[src/rtl/score_counter.sv]
// score_counter: up/down event counter with optional edge qualification,
// programmable terminal value, wrap/saturate boundaries, parallel load and a
// RUN/DONE machine that freezes the count at the terminal value.
module score_counter #(
    parameter int unsigned WIDTH       = 8,
    parameter int unsigned MAX_COUNT   = 255,
    parameter int unsigned EDGE_MODE   = 1,
    parameter int unsigned WRAP        = 0,
    parameter int unsigned HOLD_ON_MAX = 1
) (
    input  logic             CLOCK_50,
    input  logic             reset,
    input  logic             clear,
    input  logic             inc,
    input  logic             dec,
    input  logic             load,
    input  logic [WIDTH-1:0] load_val,
    output logic [WIDTH-1:0] out,
    output logic             at_max,
    output logic             at_min,
    output logic             tc_pulse,
    output logic             done
);

    localparam logic [WIDTH-1:0] MAX_V   = WIDTH'(MAX_COUNT);
    localparam bit               EDGE_EN = (EDGE_MODE != 0);
    localparam bit               WRAP_EN = (WRAP != 0);
    // Entering DONE only makes sense when the count cannot wrap past the top.
    localparam bit               HOLD_EN = (HOLD_ON_MAX != 0) && (WRAP == 0);

    typedef enum logic {
        ST_RUN  = 1'b0,
        ST_DONE = 1'b1
    } state_e;

    state_e           state_q, state_d;
    logic [WIDTH-1:0] out_q, out_d;
    logic             tc_q, tc_d;
    logic             at_max_q, at_min_q, done_q;
    logic             inc_hist_q, dec_hist_q;
    logic             inc_ev_c, dec_ev_c;
    logic [WIDTH-1:0] load_sat_c;

    // Qualify requests: rising edge or level depending on EDGE_MODE.
    always_comb begin
        inc_ev_c = EDGE_EN ? (inc & ~inc_hist_q) : inc;
        dec_ev_c = EDGE_EN ? (dec & ~dec_hist_q) : dec;
    end

    // Next count, state and terminal pulse; priority clear > load > events.
    always_comb begin
        out_d      = out_q;
        state_d    = state_q;
        tc_d       = 1'b0;
        load_sat_c = (load_val > MAX_V) ? MAX_V : load_val;
        if (clear) begin
            out_d   = '0;
            state_d = ST_RUN;
        end else if (state_q == ST_DONE) begin
            out_d = out_q;
        end else if (load) begin
            out_d = load_sat_c;
            if (HOLD_EN && (load_sat_c == MAX_V)) begin
                state_d = ST_DONE;
            end
        end else if (inc_ev_c && !dec_ev_c) begin
            if (out_q < MAX_V) begin
                out_d = out_q + WIDTH'(1);
                if ((out_q + WIDTH'(1)) == MAX_V) begin
                    tc_d = 1'b1;
                    if (HOLD_EN) begin
                        state_d = ST_DONE;
                    end
                end
            end else if (WRAP_EN) begin
                out_d = '0;
                tc_d  = 1'b1;
            end
        end else if (dec_ev_c && !inc_ev_c) begin
            if (out_q != '0) begin
                out_d = out_q - WIDTH'(1);
            end else if (WRAP_EN) begin
                out_d = MAX_V;
                tc_d  = 1'b1;
            end
        end
    end

    // State, count and status flags, all registered from the next values.
    always_ff @(posedge CLOCK_50) begin
        if (reset) begin
            state_q    <= ST_RUN;
            out_q      <= '0;
            tc_q       <= 1'b0;
            at_max_q   <= 1'b0;
            at_min_q   <= 1'b1;
            done_q     <= 1'b0;
            inc_hist_q <= 1'b1;
            dec_hist_q <= 1'b1;
        end else begin
            state_q    <= state_d;
            out_q      <= out_d;
            tc_q       <= tc_d;
            at_max_q   <= (out_d == MAX_V);
            at_min_q   <= (out_d == '0);
            done_q     <= (state_d == ST_DONE);
            inc_hist_q <= inc;
            dec_hist_q <= dec;
        end
    end

    assign out      = out_q;
    assign at_max   = at_max_q;
    assign at_min   = at_min_q;
    assign tc_pulse = tc_q;
    assign done     = done_q;

endmodule

[config.mk]
export PLATFORM = sky130hd
export DESIGN_NAME = score_counter
export DESIGN_NICKNAME = d
export VERILOG_FILES = /design/src/rtl/score_counter.sv
export SDC_FILE = /design/constraint.sdc
export NUM_CORES = 1
export LEC_CHECK = 0
export ABC_AREA = 1
export CORE_MARGIN = 10
export CORE_UTILIZATION = 50
export DETAILED_ROUTE_END_ITERATION = 8
export DONT_BUFFER_PORTS = 1
export GPL_TIMING_DRIVEN = 1
export PLACE_DENSITY = 0.73
export SYNTH_ARGS = -nofsm -noshare
export SYNTH_HDL_FRONTEND = slang
export SYNTH_SLANG_ARGS = --single-unit
[constraint.sdc]
create_clock -name CLOCK_50 -period 4.05 [get_ports CLOCK_50]
set_input_delay 0.81 -clock CLOCK_50 [delete_from_list [all_inputs] [get_ports CLOCK_50]]
set_output_delay 0.81 -clock CLOCK_50 [all_outputs]
set_load 0.005 [all_outputs]
# --- Word-level counts from Yosys, hierarchy flattened ---
# Index checks and enable logic that the tools add are counted.
word_totals:
  regBits: 14
  input_bits: 14
  out_inout_bits: 12
  elab_cells: 40
op_classes:
  addsub: 2
  order_cmp: 2
  n_eq_ne: 3
  n_mux: 14
  bitwise_logic: 4
  n_reduce_logical: 8
op_table:
  columns: ["cell", "n"]
  rows:
  - ["two-way mux 8 bit", 8]
  - ["equality test 8 bit (second input constant)", 3]
  - ["adder 8 x 1 -> 8 bit (second input constant)", 1]
  - ["> comparator 8 bit (second input constant)", 1]
  - ["zero test 8 bit", 1]
  - ["less-than comparator 8 bit (second input constant)", 1]
  - ["nonzero test 8 bit", 1]
  - ["subtractor 8 x 1 -> 8 bit (second input constant)", 1]
  - ["two-way mux 1 bit", 6]
  - ["OR reduction 4 bit", 1]
  - ["AND 1 bit", 2]
  - ["logical AND 1 bit", 2]
  - ["zero test 1 bit", 2]
  - ["NOT 1 bit", 2]
  - ["OR reduction 2 bit", 1]

# --- Depth between registers and ports, before layout ---
# Gate-level depths: netlist of the first run.
logic_depth:
  depth_word: 10
  mapped_depth: 16
  depth_no_buf: 16

# --- Worst setup path after synthesis of the first run ---
# Ideal clock, no wire load.
synth_timing:
  kind: "input to register"
  startpoint: "input port inc"
  endpoint: "register at_min_q (netlist: at_min)"
  setup_ns: 0.060
  arrival_time_ns: 1.874
  t_required_ns: 3.990
  setup_slack_ns: 2.117
  cell_stages: 13
  n_path_buf: 0
  path_cell_list: "inv_1 > nor2_1 > nor2_1 > nand4_1 > nand2_1 > nand2_1 > nand3_1 > nand2_1 > nand2_1 > nand2_1 > nor2_1 > nand2_1 > nand2_1"
synth_via:
  elab_chain_len: 9
  word_cells_on_any_way: 10
  cone_classes: "mux: 5; bitwise: 1; reduce/logical: 4"
synth_lines:
  columns: ["element", "line", "source"]
  rows:
  - ["start: declaration", "14", "input logic inc,"]
  - ["AND 1 bit *", "46", "inc_ev_c = EDGE_EN ? (inc & ~inc_hist_q) : inc;"]
  - ["zero test 1 bit", "79", "end else if (dec_ev_c && !inc_ev_c) begin"]
  - ["logical AND 1 bit", "79", null]
  - ["two-way mux 8 bit", "79", null]
  - ["two-way mux 8 bit *", "66", "end else if (inc_ev_c && !dec_ev_c) begin"]
  - ["two-way mux 8 bit *", "61", "end else if (load) begin"]
  - ["two-way mux 8 bit *", "59", "end else if (state_q == ST_DONE) begin"]
  - ["two-way mux 8 bit *", "56", "if (clear) begin"]
  - ["zero test 8 bit *", "105", "at_min_q <= (out_d == '0);"]
  - ["end signal: assignment", "105", null]
  - ["end: declaration", "39", "logic at_max_q, at_min_q, done_q;"]
# Mark *: on every way between the ends. The rest lies on a longest branch, timed or not.
# A chain may end at the register's enable or synchronous reset.

# --- Worst setup path in the final report of the first run ---
layout_timing:
  startpoint: "register out_q[1] (netlist: out[1])"
  endpoint: "register at_max_q (netlist: at_max)"
layout_via:
  elab_chain_len: 8
  word_cells_on_any_way: 12
  cone_classes: "add/sub: 2; order compare: 1; eq/ne: 1; mux: 7; reduce/logical: 1"
layout_lines:
  columns: ["element", "line", "source"]
  rows:
  - ["start: declaration", "37", "logic [WIDTH-1:0] out_q, out_d;"]
  - ["start signal: assignment", "102", "out_q <= out_d;"]
  - ["subtractor 8 x 1 -> 8 bit or nonzero test 8 bit (tied branches)", "81, 80", null]
  - ["two-way mux 8 bit", "80", "if (out_q != '0) begin"]
  - ["two-way mux 8 bit", "79", null]
  - ["two-way mux 8 bit", "66", null]
  - ["two-way mux 8 bit", "61", null]
  - ["two-way mux 8 bit *", "59", null]
  - ["two-way mux 8 bit *", "56", null]
  - ["equality test 8 bit *", "104", "at_max_q <= (out_d == MAX_V);"]
  - ["end signal: assignment", "104", null]
  - ["end: declaration", "39", null]
# Marked as above.

==> results_dict.tcl, run 1 <==
set metrics [dict create \
    outcome "finished clean" \
    utilization_pct 53.01 \
    drt_iter0_drc 163 \
    finalSetupViolCount 0 \
    port_buffers 0 \
    grt_antenna_before_repair 0 \
    yosysMostFrequentCell "nand2_1" \
    drive_above_1_share_pct 7.623 \
    drc 0 \
    drtPass1Iterations 5 \
    cap_violations 0 \
    clk_latency_ns 0.28 \
    root_buffer "clkbuf_4" \
    grt_pass1_wl_um 6092 \
    syn-num-nets 245 \
    cts_setup_buffers 0 \
    synthesis.area_um2 1279 \
    fin_crit_sh_pct 47.78 \
    reg2reg_from "out[1]" \
    hold_path_depth 1 \
    crit_arrival_ns 2.16 \
    cts_tree "yes" \
    post-dp-hpwl_um 2926 \
    yosysTopAreaCellShare_pct 23.48 \
    nets 243 \
    ys.flop_type "dfxtp_1" \
    start_kind "register" \
    wire_per_inst_um 14.39 \
    fp.dieW_um 70.57 \
    critPathRequiredTime_ns 4.27 \
    synth_edf_count 0 \
    slew_headroom_pct 56.59 \
    cts_made_buffers 3 \
    num_antenna_cells 0 \
    min_period_ns 1.935 \
    cts.path.max_buffers 2 \
    netlist_top_cells_count "nand2_1 (80), nor2_1 (27), nand3_1 (26)" \
    hp-start "reset" \
    max_freq_mhz 516.7 \
    h-tree-depth 1 \
    finalPower_uw 309.5 \
    ff2ff_path_depth 13 \
    worst_slew_pin_slew_ns 0.6502 \
    holdBufCountCts 0 \
    post_cts_resize_count 0 \
    setup-tns-final_ns 0 \
    grtUsageTotal_pct 14.35 \
    pre_cts_ws_ns 1.897 \
    yosysUniqueCellTypes 29 \
    ioPinCount 26 \
    rows 18 \
    die_area_um2 4980 \
    worstPathMaxFanout 7 \
    report.final.slew_viol_count 0 \
    cts_num_sinks 14 \
    viasPerCell 5.534 \
    instances_no_fill 253 \
    vias 1400 \
    ys_seq_area_share_pct 21.92 \
    grt-ovfl-total 0 \
    yosys_warnings 0 \
    worstReg2RegEnd "at_max" \
    crit_type "register to register" \
    fp.dieH_um 70.57 \
    core_region_area_um2 2455 \
    rsz0062_at_grt "no" \
    yosysTopAreaCell "nand2_1" \
    p_per_area_nw_per_um2 237.8 \
    end_kind "register" \
    syn_to_final_growth_pct 1.761 \
    synthTopCellsByArea "nand2_1 (23%), dfxtp_1 (22%), nand3_1 (10%)" \
    hold_path_end "out[4]" \
    p_leak_uw 0.0006816 \
    grt_pass1_vias 1283 \
    clk_pin_slew_ns 0.08 \
    hp-class "primary input to register" \
    clock_skew_ns 0.001269 \
    wirelength_um 3641 \
    final-hold-violation-count 0 \
    grt_max_degree 20 \
    placedCellCount 250 \
    finalWeightedCongestion 0.9147 \
    timing.final.ws_setup_ns 2.115 \
    avgSynthCellArea_um2 5.633 \
    ant_nets 0 \
    synth-seq-cells 14 \
    synthArstFlopShare_pct 0 \
    initial_utilization_pct 52.09 \
    reg2reg_setup_slack_ns 2.11 \
    syn_inst 227 \
    vdd_drop_max_uv 235.3 \
]
stage by stage:
step,hold slack [ns],instance area (um2)
2_1_floorplan,0.6724,1279
3_3_place_gp,0.7453,1279
3_5_place_dp,0.7513,1279
4_1_cts,0.5858,1301
5_1_grt,0.5819,1301
6_report,0.5867,1301
kinds of logic after synthesis:
group                      Yosys count  share of synthesized area (%)
xor gates and xnor gates             3                          2.055
DFF                                 14                          21.92
buffers and inverters               30                          9.882
adders and majority gates            4                          3.914
AOI/OAI and AO/OA                   24                          9.491
and+or+nand+nor                    152                          52.74
sequential cells by signal, summed over array words and instances (netlist names):
register,cells
at_min,1
out,8
done,1
at_max,1
tc_pulse,1
dec_hist_q,1
inc_hist_q,1
worst max-delay path: stages, from the launching register on:
cell,delay (ns)
dfxtp_1,0.48
ha_1,0.26
nand3_2,0.13
nor2_1,0.18
nand2_1,0.07
nand2_1,0.07
nand2_1,0.08
a21oi_1,0.13
nand2_1,0.07
nand2_1,0.05
nand2_1,0.08
nor2_1,0.11
nand3b_1,0.09
nor2_1,0.09
layer usage:
metal  vias up  wire, um  track usage (%)
li1        716         -                -
met1       611      1513            17.70
met5         -         0                0
met2        65      1637            21.66
met4         0        78            6.882
met3         8       412            5.021
power by group:
part / switching (uW) / leakage, uW / total (uW) / internal, uW
sequential: 10.5 / 0.000115 / 154 / 143
clock: 44.7 / 0.0000138 / 79.2 / 34.5
combinational: 49.2 / 0.000553 / 76.6 / 27.4
final cells by class:
class	count	area [um2]
clock buffers	3	22.52
well taps	30	37.54
multi-input cells	183	872.1
inverters	23	88.84
fillers	264	1154
flip-flops and latches	14	280.3
worst max-delay path by stage:
| stage | startpoint | to | slack, ns | depth (start not counted) |
|---|---|---|---|---|
| detailed placement | inc | at_min | 1.90 | 13 |
| finish | out[1] | at_max | 2.11 | 13 |
| global route | out[1] | at_max | 1.85 | 13 |
| global placement | inc | at_min | 1.89 | 13 |
| CTS | out[1] | at_max | 2.11 | 13 |
| floorplan | inc | at_min | 2.12 | 13 |
layout by cell type, fill, tap and decap left out, types with 2 or more instances in the layout:
cell type | synthesis | final
a21oi_1 | 19 | 19
inv_1 | 18 | 18
inv_2 | 3 | 3
clkinv_2 | 2 | 2
clkbuf_4 | 0 | 3
nand4_1 | 2 | 2
nand2_2 | 3 | 3
o21ai_0 | 3 | 3
ha_1 | 4 | 4
xor2_1 | 2 | 2
nor2_1 | 27 | 27
dfxtp_1 | 14 | 14
nor3_1 | 4 | 4
nand3b_1 | 3 | 3
nand2_1 | 80 | 80
nand3_1 | 26 | 26
(Power assumes the default switching activity.)
==> run 2, diff against run 1 <==
clock period = 1.91 ns   (was 4.05 ns; I/O delays follow)
==> results_dict.tcl, run 2 (synthesis results as in run 1) <==
set metrics [dict create \
    grt_pass1_wl_um 6437 \
    fp.dieW_um 70.57 \
    grt_antenna_before_repair 0 \
    initial_utilization_pct 52.09 \
    h-tree-depth 1 \
    reg2reg_from "out[0]" \
    end_kind "register" \
    final-hold-violation-count 0 \
    root_buffer "clkbuf_4" \
    ff2ff_path_depth 13 \
    start_kind "register" \
    worstReg2RegEnd "at_min" \
    fin_crit_sh_pct 90.05 \
    outcome "finished clean" \
    crit_arrival_ns 1.96 \
    post-dp-hpwl_um 3042 \
    die_area_um2 4980 \
    nets 255 \
    p_leak_uw 0.0007565 \
    cp.buffers_inverters 1 \
    largest_reg_flops 8 \
    mostFrequentLayoutCells "nand2_1 (80), nand3_1 (24), nor2_1 (22), a21oi_1 (18), inv_1 (15)" \
    grt-ovfl-total 0 \
    utilization_pct 60.30 \
    rows 18 \
    clock_skew_ns 0.002545 \
    critPathMaxStageDelay_ns 0.37 \
    cts_made_buffers 3 \
    cap_violations 0 \
    cts.path.max_buffers 2 \
    crit_family "simple AND/OR/NAND/NOR gates" \
    viasPerCell 5.545 \
    wire_per_inst_um 14.00 \
    hp-start "reset" \
    port_buffers 0 \
    crit_chain "inv_4 > ha_1 > nor3b_1 > nand3_1 > nand3_1 > nand2_1 > nand3_1 > nand2_1 > nand2_1 > nand2_1 > nor2_1 > nand2_1 > nand2_1" \
    num_antenna_cells 0 \
    hold_path_end "out[4]" \
    worst_slew_pin_slew_ns 0.2882 \
    cts_num_sinks 14 \
    vdd_drop_max_uv 460.2 \
    hold_path_depth 1 \
    layout_commonest_cell "nand2_1" \
    crit_type "register to register" \
    drive_above_1_share_pct 20.34 \
    max_freq_mhz 581.4 \
    p_per_area_nw_per_um2 498.1 \
    ioPinCount 26 \
    crit_top_cell "nand2_1" \
    holdBufCountCts 0 \
    instances_no_fill 266 \
    min_period_ns 1.720 \
    reg2reg_setup_slack_ns 0.19 \
    placedCellCount 259 \
    clk_pin_slew_ns 0.09 \
    wirelength_um 3724 \
    slew_headroom_pct 80.74 \
    vias 1475 \
    clk_latency_ns 0.29 \
    finalSetupViolCount 0 \
    grtUsageTotal_pct 14.90 \
    drtPass1Iterations 4 \
    drc 0 \
    report.final.slew_viol_count 0 \
    finalWeightedCongestion 0.9151 \
    hp-class "primary input to register" \
    grt_pass1_vias 1350 \
    fp.dieH_um 70.57 \
    setup-tns-final_ns 0 \
    cts_tree "yes" \
    ant_nets 0 \
    critPathRequiredTime_ns 2.15 \
    grt_max_degree 20 \
    core_region_area_um2 2455 \
    drt_iter0_drc 137 \
    slowest_stage "dfxtp_4" \
    syn_to_final_growth_pct 15.75 \
    worstPathMaxFanout 5 \
    finalPower_uw 737.2 \
]
==> run 2: metrics by stage <==
step	instance area (um2)	setup WS, ns	hold WS [ns]
finish	1480	0.1900	0.1440
global route	1480	-0.02241	0.1411
CTS	1383	0.04533	0.1549
detailed placement	1346	0.06649	0.4578
global placement	1346	0.05192	0.4560
floorplan	1279	0.3126	0.4784
==> run 2: power breakdown <==
group	leakage, uW	internal, uW	switching (uW)
sequential	0.000118	302	15.2
combinational	0.000618	72.8	123
clock	0.0000210	116	109
total	0.000757	491	247
==> run 2: per-layer routing <==
metal / vias up / GRT usage, % / share of wire, % / wire length [um]
met2: 76 / 23.55 / 45 / 1677
met5: - / 0 / 0 / 0
met4: 0 / 5.806 / 3.2 / 121
li1: 742 / - / - / -
met3: 19 / 4.184 / 11 / 424
met1: 638 / 18.61 / 40 / 1500
==> run 2: final cells by class <==
type / instances / area, um2
clock buffers: 4 / 36.28
fillers: 247 / 974.7
inverters: 23 / 93.84
multi-input cells: 183 / 928.4
flip-flops and latches: 14 / 294.0
well taps: 30 / 37.54
repair buffers: 12 / 90.09
==> run 2: what timing repair did <==
| action | in CTS | in global routing |
|---|---|---|
| buffers inserted | 0 | 3 |
| resized for setup | 0 | 28 |
| setup endpoints to repair | 0 | 5 |
==> run 2: worst max path at each step <==
stage	from	endpoint	slack (ns)	depth (start not counted)
floorplan	out[0]	at_min	0.31	12
global placement	out[0]	at_min	0.05	13
detailed placement	out[0]	at_min	0.07	12
CTS	out[0]	at_min	0.05	12
global route	out[1]	at_min	-0.02	16
finish	out[0]	at_min	0.19	13
==> run 3, diff against run 2 <==
--- a/config.mk
+++ b/config.mk
@@ -8,2 +8,3 @@
 export ABC_AREA = 1
+export BUFFER_PORTS_ARGS = -buffer_cell sky130_fd_sc_hd__buf_2
 export CORE_MARGIN = 10
@@ -11,5 +12,4 @@
 export DETAILED_ROUTE_END_ITERATION = 8
-export DONT_BUFFER_PORTS = 1
 export GPL_TIMING_DRIVEN = 1
-export PLACE_DENSITY = 0.73
+export PLACE_DENSITY = 0.82
 export SYNTH_ARGS = -nofsm -noshare
==> constraint.sdc (replaced) <==
create_clock -name CLOCK_50 -period 1.91 [get_ports CLOCK_50]
set_input_delay 0.0955 -clock CLOCK_50 [delete_from_list [all_inputs] [get_ports CLOCK_50]]
set_output_delay 0.0955 -clock CLOCK_50 [all_outputs]
set_load 0.005 [all_outputs]
==> results_dict.tcl, run 3 (synthesis results as in run 1) <==
set metrics [dict create \
    cts_tree "yes" \
    power.clock.fraction_pct 28.8 \
    grt_antenna_before_repair 0 \
    die_area_um2 4980 \
    finalPower_uw 739.1 \
    clk_pin_slew_ns 0.08 \
    outcome "finished clean" \
    cap_violations 0 \
    p_seq_share_pct 43.0 \
    viasPerCell 5.138 \
    fp.dieW_um 70.57 \
    post-dp-hpwl_um 2924 \
    slew_headroom_pct 60.18 \
    layout_commonest_cell "nand2_1" \
    worstPathMaxFanout 7 \
    vias 1454 \
    instances_no_fill 283 \
    worst_slew_pin_slew_ns 0.5965 \
    vdd_drop_max_uv 518.1 \
    ff2ff_path_depth 13 \
    wire_per_inst_um 12.65 \
    p_sw_uw 240.9 \
    grt_max_degree 20 \
    grt-ovfl-total 0 \
    drc 0 \
    hp-class "primary input to register" \
    nFillCells 247 \
    clock_skew_ns 0.002858 \
    ant_nets 0 \
    num_antenna_cells 0 \
    cts_made_buffers 3 \
    port_buffers 25 \
    cts_num_sinks 14 \
    initial_utilization_pct 52.09 \
    largest_reg_flops 8 \
    max_freq_mhz 569.0 \
    min_period_ns 1.758 \
    p_leak_uw 0.0008206 \
    grt_pass1_vias 1390 \
    crit_arrival_ns 1.98 \
    h-tree-depth 1 \
    ioPinCount 26 \
    final-hold-violation-count 0 \
    drive_above_1_share_pct 22.92 \
    fin_crit_sh_pct 92.02 \
    report.final.slew_viol_count 0 \
    p_per_area_nw_per_um2 496.0 \
    finalSetupViolCount 0 \
    grtUsageTotal_pct 14.52 \
    switching_share_pct 32.60 \
    p_int_uw 498.1 \
    fp.dieH_um 70.57 \
    utilization_pct 60.70 \
    setup-tns-final_ns 0 \
    wirelength_um 3580 \
    drtPass1Iterations 4 \
    finalWeightedCongestion 0.8877 \
    critPathRequiredTime_ns 2.14 \
    nets 272 \
    rows 18 \
    cts.path.max_buffers 2 \
    grt_pass1_wl_um 6251 \
    end_kind "register" \
    start_kind "register" \
    clk_latency_ns 0.28 \
    crit_type "register to register" \
    core_region_area_um2 2455 \
    hold_path_depth 3 \
    root_buffer "clkbuf_4" \
    cts_setup_buffers 0 \
    placedCellCount 279 \
    multi_input_area_um2 888.4 \
    mostFrequentLayoutCells "nand2_1 (80), nand3_1 (26), buf_2 (25), nor2_1 (24), a21oi_1 (18)" \
    seqCellArea_um2 284.0 \
    pwr-share-comb_pct 28.1 \
    syn_to_final_growth_pct 16.54 \
    drt_iter0_drc 99 \
]
## run 3: changes by cell type in the layout (fill, tap and decap cells not counted), sizes merged
cell  change
buf      +17
## run 3: per-layer routing
layer  up-vias  part of all wire (%)  track usage [%]  wire length, um
li1        776                     -                -                -
met1       624                    42            17.01             1506
met2        48                    49            25.75             1746
met3         6                   7.4            2.789              264
met4         0                   1.7            4.731               62
met5         -                     0                0                0
## run 3: worst max-delay path, cell delays in order, from the launching register on
cell and delay (ns):
dfxtp_2 0.40, ha_2 0.22, nand3_2 0.10, nor2_1 0.15, nand2_1 0.06, nand2_1 0.06, nand2_1 0.06, a21oi_1 0.13
nand2_1 0.07, nand2_1 0.05, nand2_1 0.09, nor2_1 0.12, nand3b_1 0.09, nor2_1 0.08
## run 3: final timing paths
kind                from    endpoint  slack [ns]
hold / removal       dec  dec_hist_q        0.02
hold reg to reg   out[7]      out[7]        0.71
setup reg to reg  out[1]      at_max        0.15
setup / recovery  out[1]      at_max        0.15
## run 3: cell type report
type / count / share of cell area, %
clock buffers: 4 / 2.435
repair buffers: 29 / 10.41
inverters: 23 / 5.961
well taps: 30 / 2.519
flip-flops and latches: 14 / 19.06
multi-input cells: 183 / 59.61
## run 3: what timing repair did
action	4_1_cts	5_1_grt
hold buffers	0	0
endpoints found under the setup margin	0	3
gates resized for setup	0	11
## run 3: power groups by stage
stage	combinational (uW)	clock, uW	sequential (uW)
6_report	208	213	318
5_1_grt	240	230	320
4_1_cts	205	213	317
3_5_place_dp	204	0	324
3_3_place_gp	203	0	323
2_1_floorplan	144	0	322
## run 3: metrics by stage
step                setup slack, ns  hold WS (ns)  cell area, um2
floorplan                    0.3126        0.1919            1279
global placement            0.06030        0.3046            1434
detailed placement          0.06209        0.3103            1434
CTS                         0.03755       0.01886            1470
global route              -0.009404       0.02710            1490
finish                       0.1525       0.01882            1490
